[src/rtl/memory_burst_ctrl_if.sv]
// +----------------------------------------------------------------------+
// | memory_burst_ctrl_if                                                 |
// | Host-side command, write-stream and read-stream bundle for the       |
// | memory_burst_ctrl burst engine.                                      |
// | Revision: 1.0                                                        |
// +----------------------------------------------------------------------+
`default_nettype none

interface memory_burst_ctrl_if #(
  parameter int ADDR_W = 4,
  parameter int DATA_W = 4
);
  logic              en;
  logic              start;
  logic              write_mode;
  logic [ADDR_W-1:0] base_addr;
  logic [ADDR_W-1:0] len;
  logic [DATA_W-1:0] wr_data;
  logic              wr_valid;
  logic              wr_ready;
  logic [DATA_W-1:0] rd_data;
  logic              rd_valid;
  logic              busy;
  logic              done;

  modport master (
    output en, start, write_mode, base_addr, len, wr_data, wr_valid,
    input  wr_ready, rd_data, rd_valid, busy, done
  );

  modport slave (
    input  en, start, write_mode, base_addr, len, wr_data, wr_valid,
    output wr_ready, rd_data, rd_valid, busy, done
  );
endinterface

`default_nettype wire

[src/rtl/memory_burst_ctrl.sv]
// +----------------------------------------------------------------------+
// | memory_burst_ctrl                                                    |
// | Single-port memory with a start-triggered read/write burst engine,   |
// | wrapping addresses and an enable-based stall.                        |
// | Revision: 1.0                                                        |
// +----------------------------------------------------------------------+
`default_nettype none

module memory_burst_ctrl #(
  parameter int N      = 2,
  parameter int ADDR_W = 2 * N,
  parameter int DATA_W = 2 * N
) (
  input  wire logic          clk,
  input  wire logic          rst,
  memory_burst_ctrl_if.slave bus
);

  localparam int c_DEPTH = 2 ** ADDR_W;

  typedef enum logic [1:0] {
    S_IDLE  = 2'd0,
    S_READ  = 2'd1,
    S_WRITE = 2'd2
  } state_t;

  state_t            r_state;
  state_t            w_next_state;

  logic [ADDR_W-1:0] r_ptr;
  logic [ADDR_W-1:0] r_cnt;
  logic [DATA_W-1:0] r_rd_data;
  logic              r_rd_valid;
  logic              r_done;
  logic [DATA_W-1:0] r_mem [c_DEPTH];

  logic              w_load;
  logic              w_rd_fire;
  logic              w_wr_fire;
  logic              w_last;

  always_ff @(posedge clk or posedge rst) begin
    if (rst) begin
      r_state <= S_IDLE;
    end else begin
      r_state <= w_next_state;
    end
  end

  always_comb begin
    w_next_state = r_state;
    w_load       = 1'b0;
    w_rd_fire    = 1'b0;
    w_wr_fire    = 1'b0;
    w_last       = (r_cnt == '0);
    case (r_state)
      S_IDLE: begin
        if (bus.en && bus.start) begin
          w_load       = 1'b1;
          w_next_state = bus.write_mode ? S_WRITE : S_READ;
        end
      end
      S_READ: begin
        if (bus.en) begin
          w_rd_fire = 1'b1;
          if (w_last) begin
            w_next_state = S_IDLE;
          end
        end
      end
      S_WRITE: begin
        if (bus.en && bus.wr_valid) begin
          w_wr_fire = 1'b1;
          if (w_last) begin
            w_next_state = S_IDLE;
          end
        end
      end
      default: begin
        w_next_state = S_IDLE;
      end
    endcase
  end

  // cnt counts remaining words minus one; ptr wraps naturally at ADDR_W bits
  always_ff @(posedge clk or posedge rst) begin
    if (rst) begin
      r_ptr      <= '0;
      r_cnt      <= '0;
      r_rd_data  <= '0;
      r_rd_valid <= 1'b0;
      r_done     <= 1'b0;
    end else begin
      r_rd_valid <= w_rd_fire;
      r_done     <= (w_rd_fire || w_wr_fire) && w_last;
      if (w_load) begin
        r_ptr <= bus.base_addr;
        r_cnt <= bus.len;
      end else if (w_rd_fire || w_wr_fire) begin
        r_ptr <= r_ptr + 1'b1;
        r_cnt <= r_cnt - 1'b1;
      end
      if (w_rd_fire) begin
        r_rd_data <= r_mem[r_ptr];
      end
    end
  end

  // Storage is never reset; during rst the state is IDLE so no write can fire
  always_ff @(posedge clk) begin
    if (w_wr_fire) begin
      r_mem[r_ptr] <= bus.wr_data;
    end
  end

  assign bus.wr_ready = (r_state == S_WRITE) && bus.en;
  assign bus.busy     = (r_state != S_IDLE);
  assign bus.rd_data  = r_rd_data;
  assign bus.rd_valid = r_rd_valid;
  assign bus.done     = r_done;

endmodule

`default_nettype wire

[src/flat_wrapper.sv]
// flat-port wrapper written by rule: the top's interface ports become plain ports
module memory_burst_ctrl_flat 
#(
  parameter int N      = 2,
  parameter int ADDR_W = 2 * N,
  parameter int DATA_W = 2 * N
)
  (clk, rst, bus_en, bus_start, bus_write_mode, bus_base_addr, bus_len, bus_wr_data, bus_wr_valid, bus_wr_ready, bus_rd_data, bus_rd_valid, bus_busy, bus_done);
  memory_burst_ctrl_if #(.ADDR_W(ADDR_W), .DATA_W(DATA_W)) bus_i ();
  input  wire logic clk;
  input  wire logic rst;
  input wire logic [$bits(bus_i.en)-1:0] bus_en;
  input wire logic [$bits(bus_i.start)-1:0] bus_start;
  input wire logic [$bits(bus_i.write_mode)-1:0] bus_write_mode;
  input wire logic [$bits(bus_i.base_addr)-1:0] bus_base_addr;
  input wire logic [$bits(bus_i.len)-1:0] bus_len;
  input wire logic [$bits(bus_i.wr_data)-1:0] bus_wr_data;
  input wire logic [$bits(bus_i.wr_valid)-1:0] bus_wr_valid;
  output wire logic [$bits(bus_i.wr_ready)-1:0] bus_wr_ready;
  output wire logic [$bits(bus_i.rd_data)-1:0] bus_rd_data;
  output wire logic [$bits(bus_i.rd_valid)-1:0] bus_rd_valid;
  output wire logic [$bits(bus_i.busy)-1:0] bus_busy;
  output wire logic [$bits(bus_i.done)-1:0] bus_done;
  assign bus_i.en = bus_en;
  assign bus_i.start = bus_start;
  assign bus_i.write_mode = bus_write_mode;
  assign bus_i.base_addr = bus_base_addr;
  assign bus_i.len = bus_len;
  assign bus_i.wr_data = bus_wr_data;
  assign bus_i.wr_valid = bus_wr_valid;
  assign bus_wr_ready = bus_i.wr_ready;
  assign bus_rd_data = bus_i.rd_data;
  assign bus_rd_valid = bus_i.rd_valid;
  assign bus_busy = bus_i.busy;
  assign bus_done = bus_i.done;
  memory_burst_ctrl #(.N(N), .ADDR_W(ADDR_W), .DATA_W(DATA_W)) u_core (.clk(clk), .rst(rst), .bus(bus_i));
endmodule
[config.mk]
export PLATFORM = sky130hd
export DESIGN_NAME = memory_burst_ctrl_flat
export DESIGN_NICKNAME = d
export VERILOG_FILES = /design/src/rtl/memory_burst_ctrl_if.sv /design/src/rtl/memory_burst_ctrl.sv /design/src/flat_wrapper.sv
export SDC_FILE = /design/constraint.sdc
export NUM_CORES = 1
export LEC_CHECK = 0
export CORE_UTILIZATION = 55
export CTS_BUF_LIST = sky130_fd_sc_hd__clkbuf_4
export DETAILED_ROUTE_END_ITERATION = 10
export HOLD_SLACK_MARGIN = 0.05
export PLACE_DENSITY = 0.83
export SKIP_LAST_GASP = 1
export SLEW_MARGIN = 40
export SYNTH_ARGS = -nofsm -noshare
export SYNTH_HDL_FRONTEND = slang
export SYNTH_SLANG_ARGS = --single-unit
[constraint.sdc]
create_clock -name clk -period 5 [get_ports clk]
set_input_delay 0.5 -clock clk [delete_from_list [all_inputs] [get_ports clk]]
set_output_delay 0.5 -clock clk [all_outputs]
set_load 0.005 [all_outputs]
Word level (Yosys, flattened, before mapping). Memory sizes are Yosys's and may differ from the RTL's. A register that Yosys moved wholly into a read port is not among the register bits. Index checks and enable logic that the tools add are counted.

Output and inout port bits: 8. Logic and storage cells: 41. Memories kept: 1. Memory bits (writable): 64. Register bits after elaboration: 12.

Memory list: u_core.r_mem (words 16, bits a word 4, rd ports 1, clocked after Yosys merged registers in 1, write ports 1, RTL line memory_burst_ctrl.sv:35) `logic [DATA_W-1:0] r_mem [c_DEPTH];`.

Eq/ne operators: 5. Multiplexer cells: 18. $add $sub $neg: 2. Reductions and logical operators: 10.

Operators with widths (number): 2-to-1 mux 4 bit (4); 2-to-1 mux 2 bit (5); 2-to-1 mux 1 bit (8); one-hot mux 2 bit (3 select lines) (1); adder 4 x 1 -> 4 bit, second input constant (1); logical AND 1 bit (4); zero test 4 bit (1); inequality test 2 x 1 -> 1 bit, second input constant (2); nonzero test 2 bit (2); subtractor 4 x 1 -> 4 bit, second input constant (1); AND reduction 3 bit (1); equality test 2 x 1 -> 1 bit, second input constant (1); equality test 2 bit, second input constant (1); zero test 2 bit (1); inequality test 2 bit, second input constant (1); logical OR 1 bit (1).

Depth between registers and ports, before layout. Gate-level depths: netlist of the first run.

Word-level depth: 6. Depth in mapped cells: 7. Depth with buffers taken out: 6.

Worst setup path before layout of the first run. No wires, ideal clock.

Path kind: flip-flop to flip-flop. Start: reg u_core.r_ptr[0]. End: mem u_core.r_mem[0][0], enable pin. Required time: 4.639 ns. Slack: 3.181 ns. Arrival time: 1.458 ns. Cell stages (with the launch flop): 8. Library setup time: 0.361 ns. Period minus slack after synthesis: 1.819 ns. Buffers on the path: 3. Cells stage by stage: dfrtp_1 -> buf_6 -> buf_12 -> buf_6 -> inv_1 -> ha_1 -> nand2_1 -> nor3_1.

RTL lines: start, declared (RTL line memory_burst_ctrl.sv:30) `logic [ADDR_W-1:0] r_ptr;`; start signal, assigned (RTL line memory_burst_ctrl.sv:97) `r_ptr <= bus.base_addr;`; start signal, assigned (RTL line memory_burst_ctrl.sv:100) `r_ptr <= r_ptr + 1'b1;`; end, declared (RTL line memory_burst_ctrl.sv:35).

Straight into the memory's write port.

Final worst setup path of the first run.
Start: in bus_en. End: out bus_wr_ready.

Cells in the longest elaborated chain, start to end: 1.

RTL lines: start, declared (RTL line flat_wrapper.sv:12) `input wire logic [$bits(bus_i.en)-1:0] bus_en;`; logical AND 1 bit (RTL line memory_burst_ctrl.sv:116) `assign bus.wr_ready = (r_state == S_WRITE) && bus.en;`; end, declared (RTL line flat_wrapper.sv:19) `output wire logic [$bits(bus_i.wr_ready)-1:0] bus_wr_ready;`.

Every way passes these cells.

==> impl_results.md, run 1 <==
* HPWL Detailed at 4.23 mm
* Worst setup EP type: primary output
* Pre-CTS setup slack at 2.56 ns
* Yosys warns at 0
* Max Cap Viol at 0
* Maximum number of pins on one net before global-route repair at 25
* Slew Limit Headroom at 53.0%
* Worst Max-Slew Pin Slew at 0.705 ns
* Worst endpoint data arrival time at 1.80 ns
* PostCTS Resize Cnt at 0
* Area of the multi-input gates at 1030 sq um
* Setup TNS at 0 ns
* Total GRT Usage at 21.5%
* Antenna Nets Post-Route at 0
* Vias/cell at 5.78
* Clock transition at path regs at 0.12 ns
* Root Buffer Master: clkbuf_4
* Flops & latches, synth at 80
* Initial Utilization at 57.6%
* Iter 0 DRT Violations at 96
* Slowest cell delay on critical path at 0.64 ns
* Flop2flop setup slack at 3.02 ns
* Via count at 1889
* R2R Path Start: u_core.r_state[0]
* Antenna Cells at 0
* HP Class: in2async
* Max Slew Vio Count at 0
* Reg-to-reg critical path endpoint: u_core.r_mem[2][2]
* Syn nets at 246
* Clk_lat worst skew at 0.42 ns
* Horiz. Die Dim at 81.2 um
* EDFF count, synth at 64
* H-tree depth at 3
* Area growth from synthesis to layout at 12.8%
* Max Fclk at 0.435 GHz
* Fillcell total at 415
* Final worst slack at 2.70 ns
* Crit-path max FO at 10
* P_leak at 1.38 nW
* Status: completed
* Most frequent cells in the layout: edfxtp_1, clkdlybuf4s50_1, nor2_1
* Post-synthesis sequential area ratio at 67.3%
* Die height at 81.2 um
* RSZ-0062 raised after global routing: no
* CTS Hold Bufs at 0
* Mapped Cells at 220
* Routability congestion estimate at 0.748
* Post-synthesis average cell area at 15.7 sq um
* Crit-path cells: clkdlybuf4s50_1, and2_1, clkdlybuf4s50_1
* Startpoint types: input pin
* Pwr dens at 478 nW/um^2
* Initial antenna violation count at 0
* Count of cell types in the netlist at 33
* First-pass DRT Iterations at 4
* # IOs at 26
* Port Buf Inserts at 25
* Skew final at 0.00600 ns
* Prevailing post-synth register cell: edfxtp_1
* Gr ovfl total at 0
* Fraction of registers with async set/reset at 20.0%
* Cell Rows at 28
* Final-stage net count at 273
* CTS max path bufs at 2
* Routed WL at 6.24 mm
* VDD IR max at 0.277 mV
* Post-CTS setup buffers at 0
* Share of post-route cells with drive strength above 1 at 8.33%
* Max stage delay cell, worst path: clkdlybuf4s50_1
* FF+latch area at 2320 sq um
* Vias in the first global route at 1872
* CTS tree: done
* Clock period minus worst slack at 2.30 ns
* Setup CP Type: in2out
* Post-Syn Area at 3450 sq um
* Final setup viols at 0
* Most used cell, CP: clkdlybuf4s50_1
* Period Utilization, post-route at 46.0%
* Worst reg-to-reg path cell count at 5
* Drt wl/cell at 19.1 um
* Die area at 6600 sq um
* Commonest non-fill, non-tap cell in the layout: edfxtp_1
* Core Area at 5990 sq um
* Global-route wire length before repair at 9.78 mm
* Hold Vio Cnt, Final at 0
* Critical path required time at 4.50 ns
* CTS sink count at 80
* Residual DRC count at 0
* Inserted Clock Buffers at 9
-- routing by layer --
metal,routed length [um],part of all wire [%],global-route usage [%]
met5,0,0,0
met4,154,2.5,11.1
met3,257,4.1,4.27
met2,3050,49,33.9
met1,2780,44,28.3
-- worst max-delay path, delay by kind of cell --
family	cells	cell delay [ns]
buffers and inverters	2	1.13
and+or+nand+nor	1	0.17
-- worst max-delay path by stage --
stage	slack, ns	from	depth (start not counted)	endpoint
after detailed placement	2.56	bus_en	4	u_core.r_mem[2][2]
after CTS	2.70	u_core.r_state[0]	4	bus_wr_ready
after global placement	2.66	bus_en	4	u_core.r_mem[2][3]
after global routing	2.61	u_core.r_state[0]	4	bus_wr_ready
after floorplan	3.18	u_core.r_ptr[0]	7	u_core.r_mem[0][0]
final	2.70	bus_en	3	bus_wr_ready
-- report_power, final --
group          internal [mW]  total (mW)  leakage [nW]  switching [mW]
logic                  0.293       0.575         0.533           0.282
clock network          0.206       0.422        0.0817           0.216
registers              0.783       0.864         0.771          0.0805
-- per-stage QoR --
| step | std cells | cell area [sq um] | total power [mW] | utilization (%) | hold WS (ns) |
|---|---|---|---|---|---|
| 2_1_floorplan | 220 | 3450 | 1.30 | - | 0.414 |
| 3_3_place_gp | 311 | 3730 | 1.44 | 62.3 | 0.541 |
| 3_5_place_dp | 311 | 3730 | 1.45 | 62.3 | 0.544 |
| 4_1_cts | 327 | 3890 | 1.87 | 64.9 | 0.457 |
| 5_1_grt | 327 | 3890 | 1.96 | 65.0 | 0.492 |
| 6_report | 327 | 3890 | 1.86 | 65.0 | 0.437 |
-- cell families (layout without fill, tap and decap cells) --
family / Yosys count / count (layout) / synth area share [%]
fa+ha+maj: 8 / 8 / 2.90
buf+inv: 19 / 51 / 3.08
mux: 27 / 27 / 13.3
xor+xnor: 6 / 6 / 1.52
compound gates: 22 / 22 / 4.20
simple gates: 58 / 58 / 7.68
flops: 80 / 80 / 67.3
-- cell usage after synthesis, types with 2 or more instances --
cell type  number  share of area [%]
o21ai_0         7                1.0
mux4_2          2                1.3
xor2_1          3               0.76
nand2_1        15                1.6
clkbuf_1        3               0.33
dfrtp_1        16                 12
and2_1          3               0.54
nor2b_1         2               0.36
nor2_1         20                2.2
nand3_1         5               0.72
a31oi_1         4               0.72
buf_6           2               0.65
mux2_2          2               0.65
a22oi_1         8                1.7
nor3_1          5               0.72
ha_1            8                2.9
inv_1           9               0.98
xnor2_1         3               0.76
mux2i_1        13                3.8
buf_2           3               0.43
mux4_1         10                7.6
edfxtp_1       64                 56
nand2b_1        3               0.54
-- final cells by class --
class / instances / share of cell area (%)
Tap cell: 75 / 2.41
Clock buffer: 10 / 1.93
Clock inverter: 6 / 2.15
Inverter: 9 / 0.868
Multi-Input combinational cell: 121 / 26.4
Sequential cell: 80 / 59.7
Timing Repair Buffer: 26 / 6.62
-- sequential cells by signal, summed over array words and instances, names as in the netlist --
register             flops
u_core.r_mem            64
u_core.bus.rd_data       4
u_core.r_cnt             4
u_core.r_ptr             4
u_core.r_state           2
u_core.bus.done          1
u_core.bus.rd_valid      1
No activity file was read; power rests on OpenSTA's default activity.
==> inputs of run 2 (changes only) <==
Clock period 5 ns to 2.25 ns, I/O delays scaled along.
==> run 2 against run 1 <==
Net effect:
- via count is 3.0% higher
- critical path depth is 1 higher
- sequential power is 120% higher
- worst setup slack worse by 2.5 ns
- hold slack worse by 0.28 ns
- largest power group unchanged
- highest routed layer unchanged
==> impl_results.md, run 2 (synthesized netlist as in run 1, its figures left out) <==
* Critical path required time at 2.03 ns (-2.47 ns)
* Global-route wire length before repair at 9.89 mm (+1.1%)
* Final-stage net count at 279 (+2.2%)
* Iter 0 DRT Violations at 136 (+42%)
* Root Buffer Master: clkbuf_4
* Gr ovfl total at 0 (unchanged)
* Placed Cells incl. Taps at 317 (+1.9%)
* Setup CP Type: reg2out
* Status: completed
* Clock period minus worst slack at 2.01 ns
* Clock transition at path regs at 0.14 ns (+0.02 ns)
* Period Utilization, post-route at 89.3%
* Hold Vio Cnt, Final at 0 (unchanged)
* Initial antenna violation count at 0 (unchanged)
* Post-CTS setup buffers at 0 (unchanged)
* Vias in the first global route at 1949 (+4.1%)
* Placed instance area at 3790 sq um (+1.5%)
* HPWL Detailed at 4.49 mm (+6.1%)
* VDD IR max at 0.564 mV (+100%)
* Vias/cell at 5.84 (+1.1%)
* Via count at 1945 (+3.0%)
* Max Cap Viol at 0 (unchanged)
* Worst Max-Slew Pin Slew at 0.725 ns (+0.0202 ns)
* Inserted Clock Buffers at 9 (unchanged)
* CTS tree: done
* Cell Rows at 28 (unchanged)
* First-pass DRT Iterations at 4 (unchanged)
* Area of the multi-input gates at 1020 sq um (-0.24%)
* Port Buf Inserts at 25 (unchanged)
* Crit-path max FO at 5 (-5)
* Drt wl/cell at 19.4 um (+1.6%)
* Worst setup EP type: primary output
* Final worst slack at 0.241 ns (-2.46 ns)
* Skew final at 0.0121 ns (+0.00612 ns)
* HP Class: in2async
* Startpoint types: register
* CTS max path bufs at 2 (unchanged)
* Most frequent cells in the layout: edfxtp_1, clkdlybuf4s50_1, nor2_1
* Area growth from synthesis to layout at 14.7%
* H-tree depth at 3 (unchanged)
* Commonest non-fill, non-tap cell in the layout: edfxtp_1
* Final setup viols at 0 (unchanged)
* Final Non-Filler Cells at 333 (+1.8%)
* Slew Limit Headroom at 51.7% (-1.3 points)
* PostCTS Resize Cnt at 0 (unchanged)
* Routed WL at 6.46 mm (+3.5%)
* Setup TNS at 0 ns (unchanged)
* Clk_lat worst skew at 0.43 ns (about the same)
* Pwr dens at 1060 nW/um^2 (+120%)
* Die area at 6600 sq um (unchanged)
* Antenna Cells at 0 (unchanged)
* Routability congestion estimate at 0.743 (-0.67%)
* P_leak at 1.43 nW (+3.4%)
* CTS sink count at 80 (unchanged)
* Hold WS at 0.158 ns (-0.279 ns)
* Final design area excluding fillers at 3960 sq um (+1.7%)
* Max Fclk at 0.498 GHz
* Residual DRC count at 0 (unchanged)
* FF+latch area at 2320 sq um (unchanged)
* Pre-CTS setup slack at 0.392 ns (-2.17 ns)
* Worst endpoint data arrival time at 1.78 ns (-0.02 ns)
* Biggest register: u_core.r_mem
* Core Area at 5990 sq um (unchanged)
* Initial Utilization at 57.6% (unchanged)
* CTS Hold Bufs at 0 (unchanged)
* Max reg flops at 64 (unchanged)
* Antenna Nets Post-Route at 0 (unchanged)
* Max Slew Vio Count at 0 (unchanged)
* Share of post-route cells with drive strength above 1 at 10.9% (+2.5 points)
* Die height at 81.2 um (unchanged)
* Maximum number of pins on one net before global-route repair at 25 (unchanged)
* RSZ-0062 raised after global routing: no
* # IOs at 26 (unchanged)
* Horiz. Die Dim at 81.2 um (unchanged)
* Total GRT Usage at 22.0% (+0.57 points)
* Fillcell total at 424 (+2.2%)
[run 2: per-layer routing]
metal	track usage, %	routed length [um]	vias up
met2	37.1	3220	82
met3	6.18	323	13
met5	0	0	-
li1	-	-	893
met1	26.6	2780	957
met4	9.29	142	0
[run 2: layout make-up]
cell class	count	area share [%]
Sequential cell	80	58.7
Multi-Input combinational cell	121	25.9
Tap cell	75	2.37
Clock inverter	7	2.59
Inverter	9	0.853
Timing Repair Buffer	32	7.96
Clock buffer	9	1.71
[run 2: final timing paths]
check | start | end | slack (ns) | cells after the start
max in group asynchronous | rst | u_core.r_ptr[2] | 1.68 | 2
min reg2reg | u_core.bus.rd_data[2] | u_core.bus.rd_data[2] | 0.56 | 2
min in group clk | bus_len[1] | u_core.r_cnt[1] | 0.34 | 3
min | rst | u_core.bus.rd_data[3] | 0.16 | 2
max | u_core.r_state[0] | bus_wr_ready | 0.24 | 4
max reg2reg | u_core.r_state[0] | u_core.r_mem[7][1] | 0.38 | 5
[run 2: where the power goes]
group	switching, mW	total [mW]	internal [mW]
Clock	0.525	0.990	0.466
Sequential	0.191	1.93	1.74
Combinational	0.610	1.29	0.679
Total	1.33	4.21	2.88
[run 2: worst max-delay path, stage by stage, from the launching register on]
cell	delay (ns)
dfrtp_1	0.40
inv_1	0.10
ha_1	0.23
and2_1	0.14
clkdlybuf4s50_1	0.49
[run 2: metrics by stage]
| stage | total power [mW] | utilization (%) |
|---|---|---|
| finish | 4.21 | 66.1 |
| global route | 4.46 | 66.1 |
| CTS | 4.24 | 66.1 |
| detailed placement | 3.26 | 63.2 |
| global placement | 3.23 | 63.2 |
| floorplan | 2.89 | - |
==> inputs of run 3 (changes only) <==
Settings changed: SKIP_CTS_REPAIR_TIMING from default to 1.
==> results of run 3 <==
Same layout as run 2: the final DEF is identical, and so are final timing and power.
